<file path="src/rtl/exh_vector_sweeper_pkg.sv">
// ============================================================================
// Module  : exh_vector_sweeper_pkg
// Purpose : Shared state encodings and mode-bit indices for the vector sweeper.
// Revision: 1.0 - initial release
// ============================================================================
`default_nettype none

package exh_vector_sweeper_pkg;

  typedef enum logic [1:0] {
    S_IDLE  = 2'd0,
    S_DRIVE = 2'd1,
    S_HOLD  = 2'd2,
    S_DONE  = 2'd3
  } sweep_state_t;

  localparam int MODE_GRAY = 0;
  localparam int MODE_STEP = 1;

endpackage

`default_nettype wire

</file>
<file path="src/rtl/exh_vector_sweeper_bin2gray.sv">
// ============================================================================
// Module  : exh_vector_sweeper_bin2gray
// Purpose : Combinational binary-to-Gray encoder for the sweep index.
// Revision: 1.0 - initial release
// ============================================================================
`default_nettype none

module exh_vector_sweeper_bin2gray #(
  parameter int W = 3
) (
  input  logic [W-1:0] i_bin,
  output logic [W-1:0] o_gray
);

  assign o_gray = i_bin ^ (i_bin >> 1);

endmodule

`default_nettype wire

</file>
<file path="src/rtl/exh_vector_sweeper.sv">
// ============================================================================
// Module  : exh_vector_sweeper
// Purpose : Exhaustive stimulus engine; drives every input vector, compares
//           DUT against reference at the end of each dwell, records failures.
// Revision: 1.0 - initial release
// ============================================================================
`default_nettype none

module exh_vector_sweeper
  import exh_vector_sweeper_pkg::*;
#(
  parameter int N_IN  = 3,
  parameter int N_OUT = 2,
  parameter int DWELL = 79
) (
  input  logic             clk,
  input  logic             rst_n,
  input  logic             start,
  input  logic             abort,
  input  logic [1:0]       mode,
  input  logic             step,
  input  logic [N_OUT-1:0] dut_y,
  input  logic [N_OUT-1:0] ref_y,
  output logic [N_IN-1:0]  vec_out,
  output logic             busy,
  output logic             done,
  output logic             mismatch,
  output logic [N_IN:0]    err_count,
  output logic             first_err_vld,
  output logic [N_IN-1:0]  first_err_vec
);

  localparam int CW = (DWELL > 1) ? $clog2(DWELL) : 1;
  localparam int EW = N_IN + 1;
  localparam logic [CW-1:0]   c_cnt_last = CW'(DWELL - 1);
  localparam logic [N_IN-1:0] c_idx_last = '1;

  sweep_state_t    r_state;
  sweep_state_t    w_state_nxt;
  logic [CW-1:0]   r_cnt;
  logic [N_IN-1:0] r_idx;
  logic [N_IN-1:0] r_vec;
  logic [1:0]      r_mode;
  logic            r_mismatch;
  logic [EW-1:0]   r_err_cnt;
  logic            r_fvld;
  logic [N_IN-1:0] r_fvec;

  logic            w_busy;
  logic            w_start;
  logic            w_abort;
  logic            w_last;
  logic            w_fail;
  logic            w_adv;
  logic [N_IN-1:0] w_idx_nxt;
  logic [N_IN-1:0] w_gray_nxt;

  assign w_busy    = (r_state == S_DRIVE) || (r_state == S_HOLD);
  assign w_start   = start && !abort && ((r_state == S_IDLE) || (r_state == S_DONE));
  assign w_abort   = abort && w_busy;
  assign w_last    = (r_cnt == c_cnt_last);
  assign w_fail    = (r_state == S_DRIVE) && w_last && !abort && (|(dut_y ^ ref_y));
  assign w_idx_nxt = r_idx + N_IN'(1);

  // Advance to the next vector: end of dwell in free-run, or a step while held.
  assign w_adv = !abort &&
                 (((r_state == S_DRIVE) && w_last && (r_idx != c_idx_last) && !r_mode[MODE_STEP]) ||
                  ((r_state == S_HOLD) && step));

  exh_vector_sweeper_bin2gray #(.W(N_IN)) u_bin2gray (
    .i_bin  (w_idx_nxt),
    .o_gray (w_gray_nxt)
  );

  always_ff @(posedge clk or negedge rst_n) begin
    if (!rst_n) r_state <= S_IDLE;
    else        r_state <= w_state_nxt;
  end

  always_comb begin
    w_state_nxt = r_state;
    case (r_state)
      S_IDLE:  if (w_start) w_state_nxt = S_DRIVE;
      S_DRIVE: begin
        if (abort)                         w_state_nxt = S_IDLE;
        else if (w_last) begin
          if (r_idx == c_idx_last)         w_state_nxt = S_DONE;
          else if (r_mode[MODE_STEP])      w_state_nxt = S_HOLD;
        end
      end
      S_HOLD: begin
        if (abort)     w_state_nxt = S_IDLE;
        else if (step) w_state_nxt = S_DRIVE;
      end
      S_DONE:  if (w_start) w_state_nxt = S_DRIVE;
      default: w_state_nxt = S_IDLE;
    endcase
  end

  always_ff @(posedge clk or negedge rst_n) begin
    if (!rst_n) begin
      r_cnt      <= '0;
      r_idx      <= '0;
      r_vec      <= '0;
      r_mode     <= '0;
      r_mismatch <= 1'b0;
      r_err_cnt  <= '0;
      r_fvld     <= 1'b0;
      r_fvec     <= '0;
    end else begin
      r_mismatch <= w_fail;
      if (w_start) begin
        r_mode    <= mode;
        r_idx     <= '0;
        r_cnt     <= '0;
        r_vec     <= '0;
        r_err_cnt <= '0;
        r_fvld    <= 1'b0;
        r_fvec    <= '0;
      end else if (w_abort) begin
        r_idx <= '0;
        r_cnt <= '0;
        r_vec <= '0;
      end else begin
        if (w_fail) begin
          r_err_cnt <= r_err_cnt + EW'(1);
          if (!r_fvld) begin
            r_fvld <= 1'b1;
            r_fvec <= r_vec;
          end
        end
        if (w_adv) begin
          r_idx <= w_idx_nxt;
          r_cnt <= '0;
          r_vec <= r_mode[MODE_GRAY] ? w_gray_nxt : w_idx_nxt;
        end else if ((r_state == S_DRIVE) && !w_last) begin
          r_cnt <= r_cnt + CW'(1);
        end
      end
    end
  end

  assign vec_out       = r_vec;
  assign busy          = w_busy;
  assign done          = (r_state == S_DONE);
  assign mismatch      = r_mismatch;
  assign err_count     = r_err_cnt;
  assign first_err_vld = r_fvld;
  assign first_err_vec = r_fvec;

endmodule

`default_nettype wire

</file>
<file path="config.mk">
export PLATFORM = sky130hd
export DESIGN_NAME = exh_vector_sweeper
export DESIGN_NICKNAME = d
export VERILOG_FILES = /design/src/rtl/exh_vector_sweeper_pkg.sv /design/src/rtl/exh_vector_sweeper_bin2gray.sv /design/src/rtl/exh_vector_sweeper.sv
export SDC_FILE = /design/constraint.sdc
export NUM_CORES = 1
export LEC_CHECK = 0
export ABC_AREA = 0
export CORE_MARGIN = 3
export CORE_UTILIZATION = 49
export CTS_BUF_LIST = sky130_fd_sc_hd__clkbuf_8
export DETAILED_ROUTE_END_ITERATION = 12
export PLACE_DENSITY = 0.77
export SLEW_MARGIN = 25
export SYNTH_ARGS = -nofsm -noshare
export SYNTH_HDL_FRONTEND = slang
export SYNTH_SLANG_ARGS = --single-unit
</file>
<file path="constraint.sdc">
create_clock -name clk -period 1.7 [get_ports clk]
set_input_delay 0.34 -clock clk [delete_from_list [all_inputs] [get_ports clk]]
set_output_delay 0.34 -clock clk [all_outputs]
set_load 0.01 [all_outputs]
</file>
[After elaboration in Yosys (flattened, before gate mapping)]
Cells that the tools add are included.
Cells by class
  add/sub/neg operators: 3
  $mul: 0
  div/mod/pow operators: 0
  order comparisons: 0
  eq/ne operators: 12
  shifts and indexed selects: 0
  multiplexer cells: 29
  bitwise gates (word level): 2
  reduce and logical (&&, ||, !) cells: 26
Operator list (count)
  2-to-1 mux 3 bit: 11
  2-to-1 mux 7 bit: 4
  2-to-1 mux 2 bit: 7
  2-to-1 mux 4 bit: 3
  logical AND 1 bit: 11
  inequality test 3 bit (second input constant): 3
  adder 7 x 1 -> 7 bit (second input constant): 1
  equality test 7 bit (second input constant): 1
  one-hot mux 2 bit (3 select lines): 1
  adder 4 x 1 -> 4 bit (second input constant): 1
  equality test 2 bit (second input constant): 2
  inequality test 2 x 1 -> 1 bit (second input constant): 2
  inequality test 4 x 3 -> 1 bit (second input constant): 1
  AND reduction 4 bit: 1
  nonzero test 4 bit: 1
  OR reduction 2 bit: 2
  adder 3 x 1 -> 3 bit (second input constant): 1
  equality test 3 bit (second input constant): 1
  logical NOT 1 bit: 3
  logical OR 1 bit: 3
  2-to-1 mux 1 bit: 3
  AND reduction 3 bit: 1
  nonzero test 3 bit: 1
  XOR 3 x 2 -> 3 bit: 1
  other kinds (6): 6
Word-level totals
  flip-flop bits (word level): 26
  latch bits: 0
  memory bits (writable): 0
  ROM bits: 0
  word-level logic and storage cells: 81
  memories: 0

[Logic depth before layout (Yosys ltp)]
  depth in word-level cells: 9
  mapped depth: 8

[Modules after synthesis]
Synthesis repeated with hierarchy kept, for this count alone.
Second synthesis, totals
  cell total of the unflattened synthesis: 150
  area, all modules: 1493.9 um2
Modules (own cells, without submodules)
  exh_vector_sweeper: instances 1, cells an instance 147, area an instance 1468.9 um2
  exh_vector_sweeper_bin2gray: instances 1, cells an instance 3, area an instance 25.0 um2

[Least setup slack after synthesis]
No wires, ideal clock.
  path type: reg2reg
  start: register r_idx[0]
  end: register r_state[0]
  library setup time: 125 ps
  arrival: 1700 ps
  required time: 1575 ps
  setup slack: -124 ps
  stages on the path, launching flop included: 7
  path buffers: 0
  period minus slack after synthesis: 1824 ps
  path through: dfrtp_1 ha_1 ha_1 nor4b_2 a21oi_1 o21ai_0 mux2_2
Between the ends
  word-level cells in the longest chain between the ends: 5
RTL lines
  start, declared: RTL line exh_vector_sweeper.sv:41  | logic [N_IN-1:0] r_idx;
  start signal, assigned: RTL line exh_vector_sweeper.sv:133  | r_idx <= w_idx_nxt;
  equality test 3 bit *: RTL line exh_vector_sweeper.sv:87  | if (r_idx == c_idx_last) w_state_nxt = S_DONE;
  2-to-1 mux 2 bit: RTL line exh_vector_sweeper.sv:87
  2-to-1 mux 2 bit: RTL line exh_vector_sweeper.sv:86  | else if (w_last) begin
  2-to-1 mux 2 bit: RTL line exh_vector_sweeper.sv:85  | if (abort) w_state_nxt = S_IDLE;
  one-hot mux 2 bit (3 select lines): RTL line exh_vector_sweeper.sv:82  | case (r_state)
  end signal, assigned: RTL line exh_vector_sweeper.sv:77  | else r_state <= w_state_nxt;
  end, declared: RTL line exh_vector_sweeper.sv:38  | sweep_state_t r_state;
Every way passes the cells marked *; elsewhere a longest branch is shown, timed or not. The select of a mux whose other input is x is not followed.
A chain may end at the register's enable or synchronous reset.

[Worst setup path in the final report]
  start: register r_state[0]
  end: register r_fvec[1] (netlist: first_err_vec[1])
Between the ends
  word-level cells in the longest chain between the ends: 6
RTL lines
  equality test 2 x 1 -> 1 bit: RTL line exh_vector_sweeper.sv:58, exh_vector_sweeper.sv:62
  logical AND 1 bit (3 in a row): RTL line exh_vector_sweeper.sv:62  | assign w_fail = (r_state == S_DRIVE) && w_last && !abort && (|(dut_y ^ ref_y));
  nonzero test 2 bit (no line)
  AND reduction 3 bit (no line)
  end signal, assigned: RTL line exh_vector_sweeper.sv:129  | r_fvec <= r_vec;
  end, declared: RTL line exh_vector_sweeper.sv:47  | logic [N_IN-1:0] r_fvec;
Several ways; a longest one is shown, not always the timed one.

==> impl_metrics.env <==
export IMPL_r2r_slack_ps=-110
export IMPL_syn_avg_cell_area_sq_um=10.5
export IMPL_clockBufferDepth=2
export IMPL_die_area_sq_um=3630
export IMPL_cp_slowest_cell="dfrtp_1"
export IMPL_hp_class="in -> async"
export IMPL_fp_dieH_microns=60.3
export IMPL_clock_sinks=25
export IMPL_diodes=0
export IMPL_syn2layout_area_growth_pct=64.8
export IMPL_outcome="finished with violations"
export IMPL_synth_area_top_cells="dfrtp_1 (43%), ha_1 (7.8%), mux2i_1 (4.9%)"
export IMPL_fp_coreArea_sq_um=2780
export IMPL_ctsRootBufferMaster="clkbuf_8"
export IMPL_worst_slack_ps=-106
export IMPL_fmax_mhz=554
export IMPL_finalMaxSlewViolations=0
export IMPL_num_io_pins=25
export IMPL_die_w_microns=60.3
export IMPL_fin_worst_skew_ps=9.41
export IMPL_gp_congestion=0.866
export IMPL_insertion_delay_ps=280
export IMPL_first_pass_iters=4
export IMPL_ys_warn_count=0
export IMPL_startpoint="r_state[0]"
export IMPL_r2r_start="r_state[0]"
export IMPL_rows=19
export IMPL_numPortBuffers=24
export IMPL_synth_yosys_seq_area_share=0.433
export IMPL_fin_crit_sh=1.06
export IMPL_route_detailed_drc=0
export IMPL_cts_max_level=1
export IMPL_n_fill_cell=138
export IMPL_dr_total_vias=1391
export IMPL_ir_drop_uv=1110
export IMPL_ys_ff_latch=25
export IMPL_ctsHoldBuffers=0
export IMPL_synth_distinct_cells=41
export IMPL_setup_violations=13
export IMPL_async_flop_share=1.00
export IMPL_yosysTopAreaCell="dfrtp_1"
export IMPL_worstPathCellList="buf_6 > inv_4 > ha_4 > buf_6 > nand3b_1 > buf_6 > buf_4 > nand2_1 > o41ai_2"
export IMPL_synthesis_instances=137
export IMPL_grt_pass1_vias=1376
export IMPL_cp_common_cell="buf_6"
export IMPL_path_max_fanout=4
export IMPL_worst_pin_slew_ps=322
export IMPL_utilization=0.856
export IMPL_initial_core_util=0.519
export IMPL_grt_max_degree=26
export IMPL_cp_start_kind="flip-flop"
export IMPL_crit_arrival_ps=1970
export IMPL_viasPerCell=5.82
export IMPL_ff_latch_area_sq_um=628
export IMPL_drive_above_1_share=0.481
export IMPL_path_buf_inv=5
export IMPL_slew_headroom=0.785
export IMPL_tns_ps=-586
export IMPL_power_density_nw_per_um2=1080
export IMPL_cp_required_ps=1870
export IMPL_dr_first_iter_drc_count=87
export IMPL_cp_slowest_stage_delay_ps=400
export IMPL_track_usage=0.241
export IMPL_wl_mm=4.97
export IMPL_critPathCaptureType="flip-flop"
export IMPL_grt_overflow_total=0
export IMPL_synth_nets=157
export IMPL_grt_pass1_wl_mm=6.42
export IMPL_critPathKind="reg -> reg"
export IMPL_hold_viol=0
export IMPL_wl_per_cell_microns=20.8
export IMPL_synth_edff_count=0
export IMPL_antenna_left=0
export IMPL_netlist_area_sq_um=1440
export IMPL_antenna_found_initial=0
export IMPL_rsz0062_at_grt="yes"
export IMPL_power_leakage_nw=1.06
export IMPL_final_nets=229
export IMPL_dp_hpwl_mm=2.56
export IMPL_clk_pin_slew_worst_paths_ps=90
export IMPL_synth_top_area_frac=0.433
export IMPL_multiInputGateArea_sq_um=1010
export IMPL_drv_cap=0
export IMPL_numCtsBuffers=3
export IMPL_cpLargestDelayFamily="buffers and inverters"
export IMPL_fin_crit_ps=1810
export IMPL_ys_flop_type="dfrtp_1"
export IMPL_failed_checks="setup timing"
export IMPL_cts_tree="done"
[synthesized netlist by cell type (2+ instances only)]
cell type,instances
nor3_1,4
nand2_1,13
nand4_1,3
xor2_1,5
a211oi_1,2
o21ai_0,6
nor2_1,12
o311ai_0,3
xnor2_1,3
o31ai_1,2
inv_1,8
o41ai_1,3
dfrtp_1,25
a21oi_1,6
or4_1,2
mux2i_1,7
ha_1,9
[cells by family after synthesis]
logic type,count (synthesis),synth area share
xor gates and xnor gates,8,0.0485
buffers and inverters,12,0.0468
AOI/OAI and AO/OA,28,0.143
DFF,25,0.433
and+or+nand+nor,47,0.194
adders and majority gates,9,0.0780
muxes,8,0.0563
[worst paths after layout]
kind / to / cells past startpoint
hold reg to reg: first_err_vec[0] / 2
max in group asynchronous: err_count[0] / 2
hold / removal: r_cnt[2] / 2
setup / recovery: first_err_vec[1] / 9
setup reg to reg: first_err_vec[1] / 9
min in group clk: first_err_vec[0] / 2
[timing repair]
action,4_1_cts,5_1_grt
endpoints found under the setup margin,21,25
buffers inserted,9,9
resized for setup,26,43
cloned,0,0
pin swaps,7,9
[metrics by stage]
step                cell area (sq um)  hold slack (ps)  power, W  setup WS [ps]  instances
detailed placement               1940              521   0.00172           -413        217
global route                     2380              428   0.00270           -153        239
floorplan                        1470             44.4   0.00129          -12.3        137
global placement                 1940              514   0.00168           -283        217
CTS                              2140              423   0.00222          -16.1        230
finish                           2380              408   0.00257           -106        239
[routing by layer]
layer	vias up	wire, microns	track usage
met5	-	0	0
met4	0	154	0.101
met3	16	205	0.0518
met2	50	2810	0.426
met1	688	1800	0.279
li1	637	-	-
[sequential cells by signal, indices dropped and copies added (netlist names)]
register       cells
vec_out            2
r_mode             2
err_count          4
r_idx              3
r_cnt              7
r_state            2
mismatch           1
first_err_vld      1
first_err_vec      3
[placed cells by master, fill, tap and decap left out, drive strengths merged, types with 2 or more instances in the layout]
cell	n
a211oi	2
a21oi	6
buf	48
clkbuf	4
clkdlybuf4s50	20
dfrtp	25
ha	9
inv	8
mux2i	7
nand2	13
nand3	2
nand4	3
nor2	12
nor3	4
o21ai	7
o311ai	3
o31ai	2
o41ai	3
or4	2
xnor2	3
xor2	5
[where the power goes]
group          leakage (nW)  switching [W]  internal [W]
Clock                0.0255       0.000200      0.000165
Combinational         0.701       0.000701      0.000731
Sequential            0.338      0.0000940      0.000682
[final cells by class]
cell class | count | area share
inverters | 8 | 0.0137
flip-flops and latches | 25 | 0.264
multi-input cells | 100 | 0.423
clock buffers | 3 | 0.0174
clock inverters | 1 | 0.00210
well taps | 31 | 0.0163
repair buffers | 71 | 0.263
(Power assumes the default switching activity.)
==> RTL change 1, RTL diff (config.mk and constraints unchanged) <==
The parameter `N_OUT` goes from 2 to 1.
--- a/src/rtl/exh_vector_sweeper.sv
+++ b/src/rtl/exh_vector_sweeper.sv
@@ -11,5 +11,5 @@
 #(
   parameter int N_IN  = 3,
-  parameter int N_OUT = 2,
+  parameter int N_OUT = 1,
   parameter int DWELL = 79
 ) (
Interface: changed (resized dut_y and ref_y); port bits go from 25 to 23. No check against the original RTL was run, so the function may have changed too.
==> RTL change 1 against the unedited design <==
The flow still finishes with violations (negative setup slack); worst setup slack gained 8.4 ps; design area is 16% lower; power grew 0.69%; wire length decreased by 35%; synthesized area is 3.6% lower; sequential cell count did not move; hold slack better by 26 ps; clock power down 4%; critical endpoint is now vec_out[1]; largest power group unchanged.
==> RTL change 1: results (changes against the unedited design) <==
[power_and_ir_drop]
max-vdd-ir-drop_mv = 0.911  ; was 1.11 mV
total_leakage_power_nw = 0.934  ; was 1.06 nW
switching_share = 0.350  ; was 0.387

[yosys]
synth_cell_types = 38  ; was 41
synth.avg_cell_area_um2 = 9.94  ; was 10.5 um2
synth.net_count = 158  ; was 157
yosysWarnings = 0  ; unchanged
synthTopCellsByArea = dfrtp_1 45%, ha_1 8.1%, nand2_1 4.3%, a21oi_1 4.0%, nor2_1 3.8%  ; was dfrtp_1 43%, ha_1 7.8%, mux2i_1 4.9%, nand2_1 3.4%, nor2_1 3.1%
synth-seq-area-share = 0.450  ; was 0.433

[global_route]
grt_pass1_vias = 1287  ; was 1,376
grt_pass1_wl_um = 5490  ; was 6420 um
track_usage = 0.207  ; was 0.241

[setup_path]
r2r_start = r_idx[0]  ; was r_state[0]
cpLargestDelayFamily = flip-flops  ; was buffers and inverters
r2r_end = vec_out[1]  ; was first_err_vec[1]
critical_path_arrival_ps = 1950  ; was 1970 ps
cp_max_fo = 5  ; was 4
r2r_cells = 5  ; was 9

[sta]
worst_pin_slew_ps = 323  ; was 322 ps
finalSetupViolations = 7  ; was 13
worst_slack_ps = -98.0  ; was -106 ps
final.setup.tns_ps = -409  ; was -586 ps

[place]
dp_hpwl_um = 2370  ; was 2560 um
dp_cells = 212  ; was 217
gp_congestion = 0.882  ; was 0.866
port_buffers = 22  ; was 24

[finish]
antenna_cells = 0  ; unchanged
drive_gt1_frac = 0.307  ; was 0.481
fin_cells = 222  ; was 239

[detailed_routing]
first_iter_violations = 55  ; was 87
vias = 1207  ; was 1,391

[status]
status = finished, violations left  ; unchanged
violations = negative setup slack  ; unchanged

## RTL change 1: cell count changes after synthesis, moves of 3 or more
| cell | delta |
|---|---|
| mux2i_1 | -3 |
| nand2b_1 | +4 |
| o311ai_0 | -3 |
| a21oi_1 | +5 |
| xor2_1 | -3 |
| mux2_1 | +4 |
| nand2_1 | +3 |
| nand3b_1 | +3 |
| nand3_1 | +3 |
## RTL change 1: cells by family after synthesis
family                   share of synthesized area
AO/OA/AOI/OAI                                0.112
buffers and inverters                       0.0315
flip-flops                                   0.450
adder cells (fa/ha/maj)                     0.0809
AND/OR/NAND/NOR                              0.222
multiplexers                                0.0719
XOR/XNOR                                    0.0315
## RTL change 1: worst max path at each step
| stage | from | to | slack, ps | cells after the start |
|---|---|---|---|---|
| 2_1_floorplan | r_idx[1] | r_idx[0] | -20 | 6 |
| 3_3_place_gp | abort | vec_out[0] | -250 | 5 |
| 3_5_place_dp | abort | vec_out[0] | -300 | 5 |
| 4_1_cts | r_idx[0] | r_idx[1] | -100 | 5 |
| 5_1_grt | r_idx[1] | vec_out[1] | -160 | 5 |
| 6_report | r_idx[0] | vec_out[1] | -100 | 5 |
## RTL change 1: power groups by stage
| stage | clock network, W | logic (W) | registers, W |
|---|---|---|---|
| after detailed placement | 0 | 0.00124 | 0.000833 |
| after floorplan | 0 | 0.000769 | 0.000825 |
| after global placement | 0 | 0.00118 | 0.000825 |
| after CTS | 0.000358 | 0.00128 | 0.000816 |
| after global routing | 0.000381 | 0.00156 | 0.000839 |
| final | 0.000349 | 0.00142 | 0.000824 |
## RTL change 1: through the flow
step	utilization	setup slack, ps	cell area, um2
3_3_place_gp	0.715	-246	1850
5_1_grt	0.776	-162	2010
6_report	0.776	-98.0	2010
4_1_cts	0.743	-100	1920
2_1_floorplan	-	-16.4	1450
3_5_place_dp	0.715	-299	1850
## RTL change 1: layout make-up
type | count | area [um2]
multi-input combinational | 105 | 822
clock inverter | 1 | 5.00
inverter | 7 | 28.8
timing repair buffer | 51 | 448
fill | 185 | 579
clock buffer | 3 | 41.3
tap | 30 | 37.5
sequential | 25 | 628
## RTL change 1: timing repair
action | in CTS | in global routing
cloned | 0 | 0
resized for setup | 4 | 23
setup buffers | 2 | 4
setup endpoints to repair | 14 | 23
pin swaps | 3 | 10
## RTL change 1: layer usage
metal	global-route usage	part of all wire	vias up
met5	0	0	-
met1	0.245	0.44	591
li1	-	-	593
met4	0.0583	0.0068	0
met2	0.371	0.52	21
met3	0.0458	0.035	2
==> RTL change 2, RTL diff (same flow settings) <==
Without the edit above. Remove the register `r_mismatch`: a continuous assignment takes its place, so the output `mismatch` follows one clock earlier.
--- a/src/rtl/exh_vector_sweeper.sv
+++ b/src/rtl/exh_vector_sweeper.sv
@@ -104,10 +104,8 @@
       r_vec      <= '0;
       r_mode     <= '0;
-      r_mismatch <= 1'b0;
       r_err_cnt  <= '0;
       r_fvld     <= 1'b0;
       r_fvec     <= '0;
     end else begin
-      r_mismatch <= w_fail;
       if (w_start) begin
         r_mode    <= mode;
@@ -141,4 +139,6 @@
   end
 
+  assign r_mismatch = w_fail;
+
   assign vec_out       = r_vec;
   assign busy          = w_busy;
Behaviour: same outputs for any inputs over 10 cycles, from zero or initial values and one cycle with rst_n low; that may be too few to reach the edited logic, so the function may still have changed.
==> RTL change 2 against the unedited design <==
Critical path type unchanged; synthesized area up 0.52%; worst setup slack worse by 16 ps; sequential cell count decreased by 1; wire length shrank 0.62%; power is 25% higher; synthesized cell count up 5.1%; design area is 1.5% higher; global-route usage rose by 0.83 points; the run still ends with negative setup slack left; clock skew is 3.4 ps lower.
==> RTL change 2: results (changes against the unedited design) <==
[status]
status = finished, violations left  ; unchanged
violations = negative setup slack  ; unchanged

[clock_network]
cts-root-buf = clkbuf_8  ; unchanged

[power_and_ir_drop]
max-vdd-ir-drop_mv = 1.43  ; was 1.11 mV
total_leakage_power_nw = 1.13  ; was 1.06 nW

[place]
gp_congestion = 0.842  ; was 0.866
dp_cells = 226  ; was 217
placed_area_um2 = 2020  ; was 1940 um2
preCtsSetupSlack_ps = -515  ; was -413 ps
dp_hpwl_um = 2690  ; was 2560 um

[sta]
worst_slack_ps = -122  ; was -106 ps
final.setup.tns_ps = -1170  ; was -586 ps
finalSetupViolations = 19  ; was 13
whs_ps = 412  ; was 408 ps
slew_headroom = 0.757  ; was 0.785
skew_ps = 5.99  ; was 9.41 ps

[yosys]
synth_cell_types = 49  ; was 41
synth_area_um2 = 1450  ; was 1440 um2
synth.net_count = 164  ; was 157
synth-seq-area-share = 0.414  ; was 0.433
synthTopCellsByArea = dfrtp_1 41%, ha_1 7.8%, nand2_1 4.7%, mux2_2 3.9%, mux2i_1 3.4%  ; was dfrtp_1 43%, ha_1 7.8%, mux2i_1 4.9%, nand2_1 3.4%, nor2_1 3.1%
synth_commonest_cells = 24 x dfrtp_1, 18 x nand2_1, 10 x nor2_1  ; was 25 x dfrtp_1, 13 x nand2_1, 12 x nor2_1
yosysWarnings = 0  ; unchanged
synth.avg_cell_area_um2 = 10.1  ; was 10.5 um2

[global_route]
grt_pass1_vias = 1535  ; was 1,376
grt_max_degree = 25  ; was 26
antenna_found_initial = 0  ; unchanged
grt_pass1_wl_um = 6900  ; was 6420 um
track_usage = 0.250  ; was 0.241

[setup_path]
cp_max_fo = 5  ; was 4
cp_slowest_cell = or4_4  ; was dfrtp_1
critical_path.max_stage_delay_ps = 520  ; was 400 ps
r2r_end = err_count[3]  ; was first_err_vec[1]
cpLargestDelayFamily = simple AND/OR/NAND/NOR gates  ; was buffers and inverters
r2r_cells = 7  ; was 9
critical_path_arrival_ps = 2020  ; was 1970 ps

[detailed_routing]
drt-total-wl_um = 4940  ; was 4970 um
first_iter_violations = 112  ; was 87
routed_via_density = 5.85  ; was 5.82
vias = 1463  ; was 1,391

[finish]
drive_gt1_frac = 0.511  ; was 0.481
regMostFlops = r_cnt  ; unchanged
fill_cells = 131  ; was 138
final_nets = 240  ; was 229

-- RTL change 2: changes by cell type in the layout (fill, tap and decap cells not counted), moves of 4 or more --
cell / change
nand2_1: +4
mux2_4: +5
buf_6: +6
inv_1: -5
-- RTL change 2: cell type report --
cell class,instances,area share
Clock buffer,4,0.0228
Tap cell,31,0.0161
Multi-Input combinational cell,111,0.426
Timing Repair Buffer,76,0.279
Inverter,4,0.00829
Sequential cell,24,0.249
-- RTL change 2: per-stage QoR --
| step | util | power [W] |
|---|---|---|
| finish | 0.869 | 0.00322 |
| global route | 0.869 | 0.00338 |
| CTS | 0.820 | 0.00295 |
| detailed placement | 0.726 | 0.00228 |
| global placement | 0.726 | 0.00222 |
| floorplan | - | 0.00170 |
-- RTL change 2: logic make-up (layout without fill, tap and decap cells) --
group / Yosys count / in the layout / share of synthesized area
fa+ha+maj: 9 / 9 / 0.0776
simple gates: 59 / 59 / 0.234
flops: 24 / 24 / 0.414
mux: 11 / 11 / 0.0810
xor+xnor: 3 / 3 / 0.0181
compound gates: 29 / 29 / 0.139
buf+inv: 9 / 84 / 0.0371
-- RTL change 2: worst reg2reg max path: cells and delay by family (launching register included) --
| kind | cells | cell delay (ps) |
|---|---|---|
| and+or+nand+nor | 2 | 580 |
| AOI/OAI and AO/OA | 2 | 350 |
| adders and majority gates | 1 | 150 |
| buffers and inverters | 2 | 290 |
| DFF | 1 | 390 |
-- RTL change 2: routing by layer --
| layer | track usage | vias up | part of all wire |
|---|---|---|---|
| met2 | 0.469 | 48 | 0.53 |
| li1 | - | 662 | - |
| met3 | 0.0383 | 21 | 0.035 |
| met4 | 0.0960 | 0 | 0.030 |
| met1 | 0.282 | 732 | 0.40 |
| met5 | 0 | - | 0 |
-- RTL change 2: timing repair --
item / 4_1_cts / 5_1_grt
pin swaps: 19 / 18
setup endpoints to repair: 19 / 27
setup buffers: 15 / 6
gates resized for setup: 36 / 27
-- RTL change 2: worst max path at each step --
| stage | from | end | slack, ps | cells after the start |
|---|---|---|---|---|
| 3_3_place_gp | dut_y[1] | mismatch | -440 | 5 |
| 2_1_floorplan | r_idx[1] | r_cnt[0] | -10 | 6 |
| 5_1_grt | r_state[0] | r_cnt[2] | -180 | 9 |
| 6_report | r_state[0] | err_count[3] | -120 | 7 |
| 3_5_place_dp | ref_y[1] | mismatch | -510 | 5 |
| 4_1_cts | r_cnt[0] | mismatch | -70 | 6 |
-- RTL change 2: where the power goes --
group | internal (W) | switching [W] | total [W]
clock network | 0.000207 | 0.000198 | 0.000405
registers | 0.000688 | 0.000103 | 0.000791
logic | 0.00115 | 0.000869 | 0.00202
